**config.mk**
```make
export PLATFORM = sky130hd
export DESIGN_NAME = scroll_column_scheduler
export DESIGN_NICKNAME = d
export VERILOG_FILES = /design/src/rtl/scroll_column_scheduler.sv
export SDC_FILE = /design/constraint.sdc
export NUM_CORES = 1
export LEC_CHECK = 0
export ABC_AREA = 1
export CAP_MARGIN = 20
export CORE_UTILIZATION = 52
export DETAILED_ROUTE_END_ITERATION = 12
export PLACE_DENSITY = 0.77
export SLEW_MARGIN = 0
export SYNTH_ARGS = -nofsm -noshare
export SYNTH_HDL_FRONTEND = slang
export SYNTH_SLANG_ARGS = --single-unit
```
**constraint.sdc**
```tcl
create_clock -name data_clk -period 1.8 [get_ports data_clk]
set_input_delay 0.18 -clock data_clk [delete_from_list [all_inputs] [get_ports data_clk]]
set_output_delay 0.18 -clock data_clk [all_outputs]
set_load 0.05 [all_outputs]
```
**src/rtl/scroll_column_scheduler.sv**
```systemverilog
// Two-channel peak-decimating column scheduler for a scrolling display.
// Each channel reduces a window of accepted samples to its unsigned peak,
// parks the result in a hold register and raises a pending flag. A shared
// arbiter emits one column per cycle to the downstream buffers.
module scroll_column_scheduler #(
  parameter int DATA_W  = 12,
  parameter int DECIM_W = 8
) (
  input  logic               data_clk,
  input  logic               reset_n,
  input  logic [DATA_W-1:0]  in_data_a,
  input  logic               in_valid_a,
  input  logic [DATA_W-1:0]  in_data_b,
  input  logic               in_valid_b,
  input  logic [DECIM_W-1:0] decim,
  input  logic               pause,
  input  logic               clear_overrun,
  output logic [DATA_W-1:0]  sink_data_a,
  output logic               sink_valid_a,
  output logic [DATA_W-1:0]  sink_data_b,
  output logic               sink_valid_b,
  output logic               overrun_a,
  output logic               overrun_b
);

  typedef enum logic [1:0] {IDLE, EMIT_A, EMIT_B} state_t;

  // Channel index 0 is A, 1 is B.
  localparam int NCH = 2;

  logic [DATA_W-1:0]  in_data   [NCH];
  logic               in_valid  [NCH];

  logic [DATA_W-1:0]  peak_q    [NCH];
  logic [DATA_W-1:0]  peak_d    [NCH];
  logic [DECIM_W-1:0] cnt_q     [NCH];
  logic [DECIM_W-1:0] cnt_d     [NCH];
  logic [DECIM_W-1:0] len_q     [NCH];
  logic [DECIM_W-1:0] len_d     [NCH];
  logic [DATA_W-1:0]  hold_q    [NCH];
  logic [DATA_W-1:0]  hold_d    [NCH];
  logic               pend_q    [NCH];
  logic               pend_d    [NCH];
  logic               ovr_q     [NCH];
  logic               ovr_d     [NCH];
  logic               grant     [NCH];

  logic [DATA_W-1:0]  sink_data_q [NCH];
  logic [DATA_W-1:0]  sink_data_d [NCH];

  state_t state_q, state_d;
  // Set when the most recent contended grant went to A; cleared (B) after
  // reset so that A wins the first contention.
  logic   last_a_q, last_a_d;

  assign in_data[0]  = in_data_a;
  assign in_data[1]  = in_data_b;
  assign in_valid[0] = in_valid_a;
  assign in_valid[1] = in_valid_b;

  // Window accumulation, column capture, pending and overrun next-state.
  always_comb begin
    for (int ch = 0; ch < NCH; ch++) begin
      logic               accept;
      logic               first;
      logic [DECIM_W-1:0] eff_len;
      logic [DATA_W-1:0]  new_peak;
      logic [DECIM_W-1:0] cnt_inc;
      logic               done;

      // NOTE: every combinational output gets a default first, so no path
      // leaves a signal unassigned and no latch is inferred.
      peak_d[ch] = peak_q[ch];
      cnt_d[ch]  = cnt_q[ch];
      len_d[ch]  = len_q[ch];
      hold_d[ch] = hold_q[ch];

      accept   = in_valid[ch] && !pause;
      first    = (cnt_q[ch] == '0);
      eff_len  = first ? ((decim == '0) ? DECIM_W'(1) : decim) : len_q[ch];
      new_peak = (first || in_data[ch] > peak_q[ch]) ? in_data[ch] : peak_q[ch];
      cnt_inc  = cnt_q[ch] + DECIM_W'(1);
      done     = accept && (cnt_inc == eff_len);

      if (accept) begin
        peak_d[ch] = new_peak;
        len_d[ch]  = eff_len;
        cnt_d[ch]  = done ? '0 : cnt_inc;
        if (done) hold_d[ch] = new_peak;
      end

      // A completion on the grant edge re-arms pending without an overrun.
      pend_d[ch] = done || (pend_q[ch] && !grant[ch]);
      // Set wins over a concurrent clear.
      ovr_d[ch]  = (done && pend_q[ch] && !grant[ch]) ||
                   (ovr_q[ch] && !clear_overrun);

      sink_data_d[ch] = grant[ch] ? hold_q[ch] : sink_data_q[ch];
    end
  end

  // Per-channel state registers with synchronous reset.
  always_ff @(posedge data_clk) begin
    // NOTE: state registers use non-blocking assignments so every flop
    // samples pre-edge values regardless of statement order.
    for (int ch = 0; ch < NCH; ch++) begin
      if (!reset_n) begin
        peak_q[ch]      <= '0;
        cnt_q[ch]       <= '0;
        len_q[ch]       <= '0;
        hold_q[ch]      <= '0;
        pend_q[ch]      <= 1'b0;
        ovr_q[ch]       <= 1'b0;
        sink_data_q[ch] <= '0;
      end else begin
        peak_q[ch]      <= peak_d[ch];
        cnt_q[ch]       <= cnt_d[ch];
        len_q[ch]       <= len_d[ch];
        hold_q[ch]      <= hold_d[ch];
        pend_q[ch]      <= pend_d[ch];
        ovr_q[ch]       <= ovr_d[ch];
        sink_data_q[ch] <= sink_data_d[ch];
      end
    end
  end

  // Arbiter state register and round-robin memory.
  always_ff @(posedge data_clk) begin
    if (!reset_n) begin
      state_q  <= IDLE;
      last_a_q <= 1'b0;
    end else begin
      state_q  <= state_d;
      last_a_q <= last_a_d;
    end
  end

  // Arbiter next state: each EMIT lasts one cycle, then re-arbitrates.
  // Round robin only tracks contended grants, so successive contentions
  // alternate their winner even when uncontended grants occur in between.
  always_comb begin
    state_d  = IDLE;
    last_a_d = last_a_q;
    if (pend_q[0] && pend_q[1]) begin
      state_d  = last_a_q ? EMIT_B : EMIT_A;
      last_a_d = !last_a_q;
    end else if (pend_q[0]) begin
      state_d = EMIT_A;
    end else if (pend_q[1]) begin
      state_d = EMIT_B;
    end
    grant[0] = (state_d == EMIT_A);
    grant[1] = (state_d == EMIT_B);
  end

  // Arbiter outputs: write strobes decoded from the registered state.
  always_comb begin
    sink_valid_a = (state_q == EMIT_A);
    sink_valid_b = (state_q == EMIT_B);
  end

  assign sink_data_a = sink_data_q[0];
  assign sink_data_b = sink_data_q[1];
  assign overrun_a   = ovr_q[0];
  assign overrun_b   = ovr_q[1];

endmodule
```
==> flow_summary.json, run 1 <==
{
  "netSwitchingFraction": 0.337,
  "via_count_of_the_first_global_routing_pass": 6949,
  "placement_rows": 40,
  "final.period_utilization": 1.26,
  "p_clk_frac": 0.325,
  "cts.clk_slew.worst_paths_ns": 0.08,
  "wire_per_inst_um": 18.8,
  "synth_compound_gate_area_share": 0.104,
  "grt_start_max_net_pins": 53,
  "num_io_pins": 66,
  "synth.ff_latch_count": 111,
  "finish.utilization": 0.870,
  "synthSimpleGateAreaFrac": 0.376,
  "globalRoute.totalOverflow": 0,
  "setup_viol": 68,
  "design.core.area_um2": 12200,
  "cts_buffer_depth": 2,
  "ctsRootBufferMaster": "sky130_fd_sc_hd__clkbuf_16",
  "design_area_um2": 10600,
  "post_dp_cell_area_um2": 8120,
  "synth.top_cell.area_share": 0.339,
  "comb_power_share": 0.293,
  "netSwitchingPower_mw": 2.30,
  "synthDistinctLibCells": 32,
  "cp.arrival_ns": 2.57,
  "yosysSeqAreaShare": 0.339,
  "die_width_um": 114,
  "clock_tree.htree_level_count": 3,
  "synth_nets": 1116,
  "vias_per_cell": 5.89,
  "postSynth.topFlopCell": "sky130_fd_sc_hd__dfxtp_1",
  "timing.clock.skew_ns": 0.0144,
  "timing.slew.headroom": 0.631,
  "timing_worst_slew_pin_value_ns": 0.554,
  "post-synth-top-area-cell": "sky130_fd_sc_hd__dfxtp_1",
  "synth_enable_flop_cells": 0,
  "asyncSetResetFlopFracSynth": 0,
  "startpoint_type": "register",
  "area.growth.synth_to_final_pct": 61.2,
  "vdd_ir_drop_max_uv": 489,
  "yosys_warnings": 0,
  "totalWireLength_um": 26400,
  "hold_class": "in2reg",
  "final-max-slew-violation-count": 0,
  "groute.usage.overall": 0.305,
  "cts.sinks": 111,
  "synth.mux.area_fraction": 0,
  "finalCriticalPeriod_ns": 2.27,
  "dieArea_um2": 13100,
  "pwr-share-seq": 0.381,
  "finalHoldViolCount": 0,
  "end_kind": "register",
  "drc_errors": 0,
  "initialDrtViolationCount": 1037,
  "setup_slack_ns": -0.470,
  "p_leak_nw": 4.83,
  "failing_checks": "negative setup slack",
  "status": "finished, violations left",
  "route.antenna.remaining_nets": 0,
  "syn_area_um2": 6560,
  "ys_top_cells_by_area": "sky130_fd_sc_hd__dfxtp_1, sky130_fd_sc_hd__nand2_1, sky130_fd_sc_hd__nor2_1",
  "antenna_found_initial": 1,
  "starting_density_of_the_core": 0.540,
  "cap_violations": 0,
  "power_density_nw_per_um2": 643,
  "critical_path_class": "reg2reg",
  "fmax_mhz": 441,
  "dr.pass1.iters": 6,
  "chip_height_um": 114,
  "nNetsFinal": 1294,
  "grt_pass1_wl_um": 31700,
  "synth_xor_area_frac": 0.00400,
  "critical_path.max_fanout": 6,
  "number_of_port_buffers": 65,
  "tritoncts.num_buffers": 9,
  "worst_endpoint_required_time_ns": 2.10,
  "post_synth_fa_ha_maj_area_fraction": 0.0534,
  "globalplace.congestion": 0.946,
  "grt_setup_unrepaired": "yes",
  "dp_hpwl_um": 11700,
  "diodes": 0,
  "dr_total_vias": 8258,
  "synth_top_family_by_area": "simple AND/OR/NAND/NOR gates",
  "layout-drive-gt1-share": 0.432,
  "mean_instance_size_in_the_synthesized_netlist_um2": 6.25,
  "cell_internal_pwr_mw": 4.51,
  "cts_tree": "yes",
  "number_of_instances_in_the_synthesized_netlist": 1050,
  "clock_latency_at_the_later_pin_of_the_worst_skew_pair_ns": 0.38
}
[cell families after synthesis]
logic type	count (synthesis)
compound gates	119
buf+inv	202
xor+xnor	3
fa+ha+maj	28
flops	111
simple gates	587
[layer usage]
layer | wire, µm | GRT usage | part of all wire | vias up
met1 | 9590 | 0.357 | 0.36 | 3802
met5 | 0 | 0 | 0 | -
met4 | 1970 | 0.169 | 0.074 | 0
li1 | - | - | - | 3649
met2 | 12500 | 0.528 | 0.47 | 600
met3 | 2380 | 0.0519 | 0.090 | 207
[state kept, by name, summed over array words and instances (netlist names)]
| name | flops |
|---|---|
| state_q | 2 |
| hold_q | 24 |
| last_a_q | 1 |
| pend_q | 2 |
| sink_data_q | 24 |
| len_q | 16 |
| ovr_q | 2 |
| cnt_q | 16 |
| peak_q | 24 |
[critical path: stages, from the launching register on]
cell and delay (ns):
sky130_fd_sc_hd__dfxtp_4 0.38, sky130_fd_sc_hd__inv_4 0.07, sky130_fd_sc_hd__ha_4 0.14, sky130_fd_sc_hd__nand2_4 0.06
sky130_fd_sc_hd__nor2_4 0.20, sky130_fd_sc_hd__buf_6 0.17, sky130_fd_sc_hd__nand3_4 0.10, sky130_fd_sc_hd__nand3_1 0.13
sky130_fd_sc_hd__nand2_1 0.13, sky130_fd_sc_hd__nor2_1 0.16, sky130_fd_sc_hd__nand2_1 0.11, sky130_fd_sc_hd__nor2_4 0.18
sky130_fd_sc_hd__clkbuf_16 0.19, sky130_fd_sc_hd__nor2_2 0.03, sky130_fd_sc_hd__nor2_1 0.14
[power by group through the flow]
stage	sequential (mW)	clock (mW)	combinational [mW]
floorplan	2.62	0	0.703
global placement	2.62	0	1.08
detailed placement	2.63	0	1.11
CTS	2.58	2.17	1.39
global route	2.60	2.32	2.09
finish	2.59	2.21	2.00
[timing repair]
| action | CTS | global route |
|---|---|---|
| hold buffers | 0 | 0 |
| resized for setup | 189 | 302 |
| pin swaps | 49 | 91 |
| buffers inserted | 12 | 20 |
| gates cloned | 8 | 4 |
| hold endpoints to repair | 0 | 0 |
| setup endpoints to repair | 70 | 68 |
[placed cells by master (no fill, tap or decap), types with 2 or more instances in the layout]
master	Yosys	final
sky130_fd_sc_hd__inv_4	1	3
sky130_fd_sc_hd__nand3_1	87	34
sky130_fd_sc_hd__o21ai_2	0	2
sky130_fd_sc_hd__buf_4	5	103
sky130_fd_sc_hd__nor2_2	8	23
sky130_fd_sc_hd__o211ai_1	28	28
sky130_fd_sc_hd__clkdlybuf4s50_1	0	61
sky130_fd_sc_hd__ha_4	0	24
sky130_fd_sc_hd__dfxtp_1	111	85
sky130_fd_sc_hd__nand3b_1	2	2
sky130_fd_sc_hd__nand3_2	3	37
sky130_fd_sc_hd__dlygate4sd2_1	0	2
sky130_fd_sc_hd__nand2_4	1	62
sky130_fd_sc_hd__nand2_1	303	147
sky130_fd_sc_hd__inv_2	5	34
sky130_fd_sc_hd__xor2_1	3	3
sky130_fd_sc_hd__nand2_8	1	4
sky130_fd_sc_hd__nand4_1	9	9
sky130_fd_sc_hd__a21oi_2	2	12
sky130_fd_sc_hd__buf_8	0	3
sky130_fd_sc_hd__nand3_4	0	19
sky130_fd_sc_hd__o21a_1	2	2
sky130_fd_sc_hd__dfxtp_4	0	2
sky130_fd_sc_hd__nand2_2	8	102
sky130_fd_sc_hd__buf_12	0	5
sky130_fd_sc_hd__buf_6	5	28
sky130_fd_sc_hd__clkbuf_16	0	12
sky130_fd_sc_hd__ha_1	28	4
sky130_fd_sc_hd__clkinv_4	0	2
sky130_fd_sc_hd__nor2_1	157	124
sky130_fd_sc_hd__o21ai_0	47	40
sky130_fd_sc_hd__nor2_4	4	22
sky130_fd_sc_hd__and2_4	0	2
sky130_fd_sc_hd__a21oi_1	38	28
sky130_fd_sc_hd__o21ai_1	1	6
sky130_fd_sc_hd__inv_1	153	122
sky130_fd_sc_hd__dfxtp_2	0	24
[area by class of cell]
type,count,area (µm²)
inverters,160,608
well taps,168,210
multi-input cells,739,5210
clock inverters,6,83.8
clock buffers,10,239
flip-flops and latches,111,2260
fillers,580,1580
repair buffers,207,1970
[through the flow]
stage | power, mW | TNS, ns | hold slack (ns) | instances | setup WS, ns
final | 6.80 | -21.12 | 0.336 | 1401 | -0.470
after global routing | 7.01 | -26.72 | 0.331 | 1401 | -0.584
after CTS | 6.14 | -5.43 | 0.268 | 1383 | -0.189
after detailed placement | 3.73 | -20.62 | 0.468 | 1347 | -0.393
after global placement | 3.71 | -17.15 | 0.460 | 1347 | -0.325
after floorplan | 3.32 | -0.395 | 0.359 | 1050 | -0.0416
[path summary, 6_finish.rpt]
path	from	to	slack (ns)	depth (start not counted)
hold / removal	reset_n	state_q[0]	0.34	3
hold reg to reg	sink_data_q[0][2]	sink_data_q[0][2]	0.49	2
setup reg to reg	cnt_q[1][0]	hold_q[1][0]	-0.47	14
setup / recovery	cnt_q[1][0]	hold_q[1][0]	-0.47	14
[cell usage after synthesis (2+ instances only)]
| cell | n |
|---|---|
| sky130_fd_sc_hd__a21oi_1 | 38 |
| sky130_fd_sc_hd__a21oi_2 | 2 |
| sky130_fd_sc_hd__and2_1 | 2 |
| sky130_fd_sc_hd__buf_1 | 4 |
| sky130_fd_sc_hd__buf_4 | 5 |
| sky130_fd_sc_hd__buf_6 | 5 |
| sky130_fd_sc_hd__clkbuf_1 | 28 |
| sky130_fd_sc_hd__dfxtp_1 | 111 |
| sky130_fd_sc_hd__ha_1 | 28 |
| sky130_fd_sc_hd__inv_1 | 153 |
| sky130_fd_sc_hd__inv_2 | 5 |
| sky130_fd_sc_hd__nand2_1 | 303 |
| sky130_fd_sc_hd__nand2_2 | 8 |
| sky130_fd_sc_hd__nand3_1 | 87 |
| sky130_fd_sc_hd__nand3_2 | 3 |
| sky130_fd_sc_hd__nand3b_1 | 2 |
| sky130_fd_sc_hd__nand4_1 | 9 |
| sky130_fd_sc_hd__nor2_1 | 157 |
| sky130_fd_sc_hd__nor2_2 | 8 |
| sky130_fd_sc_hd__nor2_4 | 4 |
| sky130_fd_sc_hd__o211ai_1 | 28 |
| sky130_fd_sc_hd__o21a_1 | 2 |
| sky130_fd_sc_hd__o21ai_0 | 47 |
| sky130_fd_sc_hd__xor2_1 | 3 |
(Power assumes the default switching activity.)
==> run 2: changes to the inputs <==
CORE_MARGIN = 3   (was unset)
SETUP_SLACK_MARGIN = 0.05   (was unset)
==> run 2 against run 1 <==
Setup slack improved by 0.037 ns; first-iteration DRC count fell by 18%; power fell by 5.9%; the flow still finishes with violations (negative setup slack); non-clock buffer count did not move; design area shrank 2.5%; largest power group unchanged.
==> flow_summary.json, run 2 (same netlist as run 1, synthesis figures left out) <==
{
  "setup_total_negative_slack_ns": -18.97,
  "timing_worst_slew_pin_value_ns": 0.506,
  "area.growth.synth_to_final_pct": 57.2,
  "route.antenna.remaining_nets": 0,
  "drc_errors": 0,
  "cts.sinks": 111,
  "vdd_ir_drop_max_uv": 427,
  "p_leak_nw": 4.83,
  "groute.usage.overall": 0.279,
  "totalWireLength_um": 24200,
  "grt_start_max_net_pins": 80,
  "chip_height_um": 118,
  "cts_buffer_depth": 2,
  "final.period_utilization": 1.24,
  "setup_viol": 68,
  "critical_path.max_fanout": 7,
  "layout_common_cells": "sky130_fd_sc_hd__nand2_1, sky130_fd_sc_hd__inv_1, sky130_fd_sc_hd__nor2_1",
  "globalRoute.totalOverflow": 0,
  "dr_total_vias": 7975,
  "antenna_found_initial": 0,
  "starting_density_of_the_core": 0.540,
  "regToRegEndpoint": "hold_q[0][9]",
  "numPlacedInstances": 1341,
  "num_io_pins": 66,
  "timing.clock.skew_ns": 0.00641,
  "critical_path.most_common_cell": "sky130_fd_sc_hd__nand2_1",
  "placement_rows": 40,
  "hold_class": "in2reg",
  "nNetsFinal": 1295,
  "dp_hpwl_um": 11900,
  "clock_tree.htree_level_count": 3,
  "vias_per_cell": 5.69,
  "netSwitchingPower_mw": 2.09,
  "finalHoldViolCount": 0,
  "wire_per_inst_um": 17.3,
  "globalplace.congestion": 0.882,
  "failing_checks": "negative setup slack",
  "fmax_mhz": 448,
  "critPathCapture": "hold_q[0][9]",
  "startpoint_type": "register",
  "tritoncts.num_buffers": 9,
  "worstSetupStartpoint": "cnt_q[0][0]",
  "final-max-slew-violation-count": 0,
  "ff2ff_path_depth": 16,
  "setup_slack_ns": -0.432,
  "initialDrtViolationCount": 850,
  "diodes": 0,
  "netSwitchingFraction": 0.327,
  "die_width_um": 118,
  "grt_pass1_wl_um": 32800,
  "end_kind": "register",
  "cap_violations": 0,
  "critical_path_class": "reg2reg",
  "timing.rr.start": "cnt_q[0][0]",
  "clock_latency_at_the_later_pin_of_the_worst_skew_pair_ns": 0.37,
  "design.core.area_um2": 12200,
  "layout-drive-gt1-share": 0.405,
  "cell_internal_pwr_mw": 4.31,
  "p_clk_frac": 0.312,
  "biggestRegsByFlops": "hold_q: 24 flops, peak_q: 24 flops, sink_data_q: 24 flops",
  "timing.critical_path.slowest_stage_cell": "sky130_fd_sc_hd__dfxtp_4",
  "report.power.total_mw": 6.40,
  "comb_power_share": 0.283,
  "cts.clk_slew.worst_paths_ns": 0.08,
  "via_count_of_the_first_global_routing_pass": 7325,
  "pwr-share-seq": 0.405,
  "final-instance-count-excl-fill": 1402,
  "worst_endpoint_required_time_ns": 2.06,
  "power_density_nw_per_um2": 620,
  "max_stage_delay_on_crit_path_ns": 0.40,
  "number_of_port_buffers": 65,
  "r2r_setup_slack_ns": -0.43,
  "cts_tree": "yes",
  "grt_setup_unrepaired": "yes",
  "finalCriticalPeriod_ns": 2.23,
  "ctsRootBufferMaster": "sky130_fd_sc_hd__clkbuf_16",
  "dieArea_um2": 14000,
  "timing.slew.headroom": 0.662,
  "mostFrequentLayoutCell": "sky130_fd_sc_hd__nand2_1",
  "hold_buffers": 0,
  "cp.arrival_ns": 2.49,
  "status": "finished, violations left",
  "dr.pass1.iters": 6,
  "path_cells": "inv_4 > ha_4 > nand3_4 > nor2_4 > buf_12 > nand2_2 > nand2_1 > nand2_1 > nand2_1 > nor2_4 > nand2_2 > nor2_4 > buf_6 > nand3_1 > nand2_1 > nor2_1"
}
run 2: stage by stage:
step | cell area (µm²) | utilization | setup slack [ns] | hold slack [ns]
floorplan | 6710 | - | -0.0414 | 0.359
global placement | 8140 | 0.669 | -0.280 | 0.456
detailed placement | 8140 | 0.669 | -0.392 | 0.464
CTS | 9490 | 0.780 | -0.226 | 0.313
global route | 10300 | 0.849 | -0.518 | 0.363
finish | 10300 | 0.849 | -0.432 | 0.358
run 2: area by class of cell:
| class | instances | area (µm²) |
|---|---|---|
| clock buffers | 10 | 239 |
| multi-input cells | 740 | 4930 |
| repair buffers | 207 | 2010 |
| clock inverters | 6 | 50.0 |
| inverters | 160 | 618 |
| flip-flops and latches | 111 | 2270 |
| fillers | 667 | 1840 |
| well taps | 168 | 210 |
run 2: worst min path at each step:
stage	from	end	slack [ns]	cells after the start
after floorplan	clear_overrun	ovr_q[0]	0.36	3
after detailed placement	hold_q[0][5]	hold_q[0][5]	0.46	2
after global routing	reset_n	pend_q[0]	0.36	3
after CTS	reset_n	pend_q[1]	0.31	3
final	reset_n	hold_q[1][1]	0.36	4
after global placement	hold_q[0][3]	hold_q[0][3]	0.46	2
run 2: timing repair:
action | 4_1_cts | 5_1_grt
gates cloned | 9 | 3
gates resized for setup | 204 | 209
pin swaps | 54 | 89
setup endpoints to repair | 70 | 70
setup buffers | 30 | 9
run 2: worst max-delay path: cells and delay by family, from the launching register on:
kind	cells	cell delay, ns
AND/OR/NAND/NOR	12	1.24
flip-flops	1	0.40
buffers and inverters	3	0.33
adder cells (fa/ha/maj)	1	0.17
run 2: power by group through the flow:
stage,Combinational (mW),Clock (mW),Sequential [mW]
floorplan,0.728,0,2.62
global placement,1.10,0,2.62
detailed placement,1.12,0,2.63
CTS,1.45,2.00,2.58
global route,1.94,2.11,2.60
finish,1.81,2.00,2.59
run 2: per-layer routing:
metal	part of all wire	global-route usage
met2	0.50	0.491
met4	0.048	0.125
met3	0.080	0.0545
met5	0	0
met1	0.37	0.329
